==> src/rtl/breather_pkg.sv <==
// Shared encodings for the breathing-light controller family.
package breather_pkg;

    localparam logic [1:0] MODE_BREATHE = 2'd0;
    localparam logic [1:0] MODE_STEADY  = 2'd1;
    localparam logic [1:0] MODE_BLINK   = 2'd2;
    localparam logic [1:0] MODE_OFF     = 2'd3;

    localparam logic DIR_DOWN = 1'b0;
    localparam logic DIR_UP   = 1'b1;

endpackage

==> src/rtl/pwm_mask.sv <==
// Free-running PWM counter and compare: on_o is high for level_i of every 2**PWM_BITS cycles.
module pwm_mask #(
    parameter int unsigned PWM_BITS = 4
) (
    input  logic                clk_i,
    input  logic                rst_n_i,
    input  logic                en_i,
    input  logic [PWM_BITS-1:0] level_i,
    output logic                on_o
);

    localparam logic [PWM_BITS-1:0] MAX = '1;

    logic [PWM_BITS-1:0] pwm_cnt_q;

    always_ff @(posedge clk_i or negedge rst_n_i) begin
        if (!rst_n_i) begin
            pwm_cnt_q <= '0;
        end else if (en_i) begin
            pwm_cnt_q <= pwm_cnt_q + PWM_BITS'(1);
        end
    end

    // Top level is forced fully on; a plain compare would leave one dark slot per period.
    assign on_o = (level_i == MAX) || (pwm_cnt_q < level_i);

endmodule

==> src/rtl/breather_multi.sv <==
// Multi-channel breathing-light controller: mode/level sequencer driving a shared PWM mask.
module breather_multi
    import breather_pkg::*;
#(
    parameter int unsigned CHANNELS    = 3,
    parameter int unsigned PWM_BITS    = 4,
    parameter int unsigned STEP_CYCLES = 9765625,
    parameter int unsigned STEP_W      = 32
) (
    input  logic                clk_i,
    input  logic                rst_n_i,
    input  logic                en_i,
    input  logic [1:0]          mode_i,
    input  logic [PWM_BITS-1:0] level_i,
    input  logic [CHANNELS-1:0] rgb_i,
    output logic [CHANNELS-1:0] rgb_o,
    output logic [PWM_BITS-1:0] level_o,
    output logic                peak_o
);

    localparam logic [PWM_BITS-1:0] MAX       = '1;
    localparam logic [STEP_W-1:0]   STEP_LAST = STEP_W'(STEP_CYCLES - 1);

    logic [1:0]          mode_q;
    logic [STEP_W-1:0]   step_q, step_d;
    logic [PWM_BITS-1:0] level_q, level_d;
    logic                dir_q, dir_d;
    logic                peak_q, peak_d;
    logic [CHANNELS-1:0] rgb_q, rgb_d;
    logic                tick;
    logic                mask_on;

    pwm_mask #(
        .PWM_BITS(PWM_BITS)
    ) u_pwm_mask (
        .clk_i  (clk_i),
        .rst_n_i(rst_n_i),
        .en_i   (en_i),
        .level_i(level_q),
        .on_o   (mask_on)
    );

    assign tick = en_i && (step_q == STEP_LAST);

    always_comb begin
        step_d  = step_q;
        level_d = level_q;
        dir_d   = dir_q;
        peak_d  = 1'b0;
        rgb_d   = en_i ? (rgb_i & {CHANNELS{mask_on}}) : '0;
        // A mode change always restarts the sequence, even while frozen, so it is never lost.
        if (mode_i != mode_q) begin
            step_d = '0;
            dir_d  = DIR_DOWN;
            unique case (mode_i)
                MODE_BREATHE: level_d = MAX;
                MODE_STEADY:  level_d = level_i;
                MODE_BLINK:   level_d = MAX;
                MODE_OFF:     level_d = '0;
            endcase
        end else if (en_i) begin
            step_d = tick ? '0 : step_q + STEP_W'(1);
            unique case (mode_q)
                MODE_BREATHE: begin
                    if (tick) begin
                        if (dir_q == DIR_DOWN) begin
                            if (level_q == '0) begin
                                dir_d   = DIR_UP;
                                level_d = PWM_BITS'(1);
                                peak_d  = 1'b1;
                            end else begin
                                level_d = level_q - PWM_BITS'(1);
                            end
                        end else begin
                            if (level_q == MAX) begin
                                dir_d   = DIR_DOWN;
                                level_d = MAX - PWM_BITS'(1);
                                peak_d  = 1'b1;
                            end else begin
                                level_d = level_q + PWM_BITS'(1);
                            end
                        end
                    end
                end
                MODE_STEADY: level_d = level_i;
                MODE_BLINK: begin
                    if (tick) begin
                        level_d = (level_q == '0) ? MAX : '0;
                    end
                end
                MODE_OFF: level_d = '0;
            endcase
        end
    end

    always_ff @(posedge clk_i or negedge rst_n_i) begin
        if (!rst_n_i) begin
            mode_q  <= MODE_BREATHE;
            step_q  <= '0;
            level_q <= MAX;
            dir_q   <= DIR_DOWN;
            peak_q  <= 1'b0;
            rgb_q   <= '0;
        end else begin
            mode_q  <= mode_i;
            step_q  <= step_d;
            level_q <= level_d;
            dir_q   <= dir_d;
            peak_q  <= peak_d;
            rgb_q   <= rgb_d;
        end
    end

    assign rgb_o   = rgb_q;
    assign level_o = level_q;
    assign peak_o  = peak_q;

endmodule
==> config.mk <==
export PLATFORM = sky130hd
export DESIGN_NAME = breather_multi
export DESIGN_NICKNAME = d
export VERILOG_FILES = /design/src/rtl/breather_pkg.sv /design/src/rtl/pwm_mask.sv /design/src/rtl/breather_multi.sv
export SDC_FILE = /design/constraint.sdc
export NUM_CORES = 1
export LEC_CHECK = 0
export CAP_MARGIN = 20
export CORE_UTILIZATION = 59
export DETAILED_ROUTE_END_ITERATION = 8
export GPL_ROUTABILITY_DRIVEN = 0
export GPL_TIMING_DRIVEN = 0
export PLACE_DENSITY = 0.84
export SKIP_LAST_GASP = 1
export SLEW_MARGIN = 20
export SYNTH_ARGS = -nofsm -noshare
export SYNTH_HDL_FRONTEND = slang
export SYNTH_SLANG_ARGS = --single-unit
==> constraint.sdc <==
create_clock -name clk_i -period 2.5 [get_ports clk_i]
set_input_delay 0.5 -clock clk_i [delete_from_list [all_inputs] [get_ports clk_i]]
set_output_delay 0.5 -clock clk_i [all_outputs]
set_load 0.005 [all_outputs]
==> metrics.csv <==
metric;value;unit
status;complete, no violations;
path_delay_family;simple AND/OR/NAND/NOR gates;
timing.setup.tns;0;ps
grt_pass1_vias;2277;
cp_data_required_time;2700;ps
cts_max_level;2;
num-nets-final;349;
grt_setup_unrepaired;no;
crit_path_max_incr_delay;530;ps
final_max_slew_viols;0;
grt_antenna_before_repair;0;
final_antenna_net_count;0;
clk_transition_reported_paths;90;ps
synth_edf_count;0;
tritoncts;done;
period_share;0.9522;
final_layout_size_suffix_gt1_frac;0.1030;
syn-num-nets;323;
worst_hold_path_type;input port to async pin;
grt_use_total;0.2776;
boundaryPins;20;
detailedRoute.firstPassIterationCount;7;
wire_length_of_the_first_global_routing_pass;10.85;mm
die_y;70.96;um
fp.dieW;70.96;um
synth.yosys.seq_area_share;0.4211;
initial_core_util;0.6270;
path_cells;nor4_2 > nand4_1 > or4_1 > clkbuf_4 > or3_1 > o221a_1;
ys_warn_count;0;
vdd_drop_max;0.0005117;V
cts.root.buffer_cell;clkbuf_8;
cts_num_sinks;47;
syn-cell-area;2805;um2
layout_skew;8.793;ps
critPathSlowestCell;or4_1;
worst_slew_margin_rel;0.3982;
dp.final_hpwl;4.609;mm
routed_wl;6.456;mm
cts-buffers-inserted;5;
power_per_cell_area;592.1;nW/um2
async_s_r_ff_share_synth;1.000;
tightestPinTransition;894.4;ps
die_area;5035;um2
top_fanout_value_on_the_critical_path;8;
time_the_worst_path_needs_with_i_o_delays_and_setup;2381;ps
grt_start_max_net_pins;25;
ys_ff_latch;47;
synth_cell_types;54;
pre_cts_ws;-344.2;ps
hold_ws;182.9;ps
placement_rows;24;
drt_iter0_markers;374;
clock_latency;310;ps
post_synthesis_mean_instance_area;9.258;um2
detail_route.wl_per_cell;16.90;um
postPlaceCellArea;3083;um2
diodes;0;
area_of_the_core;4474;um2
cp_data_arrival_time;2580;ps
ys.flop_type;dfrtp_1;
io_buffers;19;
post-route-worst-setup-slack;119.4;ps
finalSetupViolations;0;
setup.worst_path.end_class;flop;
max_cap_viol_count;0;
drcViolationCount;0;
design_area;3263;um2
leakagePower;0.001337;uW
start_kind;flop;
area_growth_syn_to_layout;16.32;%
drt-vias-per-instance;6.461;
route.vias.total;2468;
global_route.overflow_total;0;
setup.worst_path.class;flop to flop;
ctsLongestPathBuffers;2;
post_synth_inst_count;303;
hold_viol;0;
crit_buf_inv;1;
maxClockFrequency;420.1;MHz
==> kinds of logic after synthesis <==
logic type	after synthesis	synth area share
xor+xnor	28	0.08742
simple gates	138	0.2640
mux	7	0.02721
compound gates	48	0.1187
fa+ha+maj	8	0.03568
flops	47	0.4211
buf+inv	27	0.04594
==> sequential cells by signal (all words and copies together), names as in the netlist <==
name / flops
u_pwm_mask.pwm_cnt_q: 4
dir_q: 1
level_o: 4
peak_o: 1
rgb_o: 3
mode_q: 2
step_q: 32
==> cell type report <==
cell class	instances	area (um2)
multi-input combinational	229	1536
fill	327	1211
sequential	47	1181
timing repair buffer	20	215.2
buffer	15	87.58
clock buffer	5	68.82
clock inverter	3	67.56
tap	52	65.06
inverter	11	41.29
==> placed cells by master, fill, tap and decap left out, types with 7 or more instances in the layout <==
| cell | n |
|---|---|
| inv_1 | 11 |
| nor3_1 | 8 |
| a21oi_1 | 7 |
| and3_1 | 7 |
| xor2_1 | 18 |
| clkdlybuf4s50_1 | 17 |
| nand2_1 | 22 |
| nand4_1 | 17 |
| nand3_1 | 22 |
| dfrtp_1 | 43 |
| xnor2_1 | 9 |
| o21ai_0 | 8 |
| ha_1 | 8 |
| nor2_1 | 29 |
==> metrics by stage <==
step / cells / util / power (uW)
3_3_place_gp: 374 / 0.6840 / 1247
6_report: 382 / 0.7293 / 1932
4_1_cts: 383 / 0.7212 / 1933
5_1_grt: 382 / 0.7293 / 2023
2_1_floorplan: 303 / - / 1122
3_5_place_dp: 375 / 0.6890 / 1276
==> final timing paths <==
kind | from | to | slack (ps) | depth (start not counted)
setup / recovery | step_q[27] | dir_q | 120 | 6
hold / removal | rst_n_i | peak_o | 180 | 1
setup reg to reg | step_q[27] | dir_q | 120 | 6
hold reg to reg | u_pwm_mask.pwm_cnt_q[3] | u_pwm_mask.pwm_cnt_q[3] | 490 | 1
max in group asynchronous | rst_n_i | level_o[2] | 1730 | 2
min in group clk_i | u_pwm_mask.pwm_cnt_q[3] | u_pwm_mask.pwm_cnt_q[3] | 490 | 1
==> layer usage <==
layer / up-vias / wire length, um / global-route usage
met1: 1191 / 2964 / 0.4200
li1: 1157 / - / -
met2: 108 / 2934 / 0.4028
met5: - / 0 / 0
met3: 12 / 456 / 0.05840
met4: 0 / 102 / 0.08222
==> worst reg2reg max path, cell delays in order (launching register included) <==
cell and delay [ps]:
dfrtp_1 460, nor4_2 360, nand4_1 160, or4_1 530, clkbuf_4 190, or3_1 340
o221a_1 250
==> power breakdown <==
part	leakage, uW	internal, uW	switching [uW]	total [uW]
Clock	0.0000644	399	267	666
Sequential	0.000627	827	64.9	892
Combinational	0.000646	192	183	374
Total	0.00134	1420	515	1930
==> Yosys cell counts, types with 2 or more instances <==
library cell | number | area share
clkbuf_1 | 7 | 0.0094
mux2i_1 | 5 | 0.018
ha_1 | 8 | 0.036
and4_1 | 2 | 0.0062
xnor2_1 | 10 | 0.031
a21o_1 | 3 | 0.0080
nor4_1 | 4 | 0.0089
inv_1 | 11 | 0.015
dfstp_2 | 4 | 0.037
and2_1 | 2 | 0.0045
o211ai_1 | 5 | 0.013
a31oi_1 | 5 | 0.011
o22ai_1 | 2 | 0.0045
a41oi_1 | 2 | 0.0062
nand3_1 | 23 | 0.041
nor2_1 | 29 | 0.039
o21ai_0 | 8 | 0.014
nand2_1 | 22 | 0.029
a2111oi_0 | 2 | 0.0062
nor3_1 | 8 | 0.014
dfrtp_1 | 43 | 0.38
and3_1 | 7 | 0.016
o31ai_1 | 5 | 0.013
o221ai_1 | 2 | 0.0062
nand2b_1 | 3 | 0.0067
or4_1 | 4 | 0.011
or3_1 | 5 | 0.011
nor2b_1 | 2 | 0.0045
nand4_1 | 17 | 0.038
xor2_1 | 18 | 0.056
a21oi_1 | 7 | 0.012
nor4b_1 | 2 | 0.0062
buf_2 | 5 | 0.0089
==> repair_timing <==
| item | 4_1_cts | 5_1_grt |
|---|---|---|
| resized for setup | 2 | 7 |
| pin swaps | 0 | 0 |
| setup buffers | 0 | 0 |
| endpoints found under the setup margin | 3 | 28 |
| hold buffers | 0 | 0 |
Note: power is estimated with default switching activity, not from simulation.
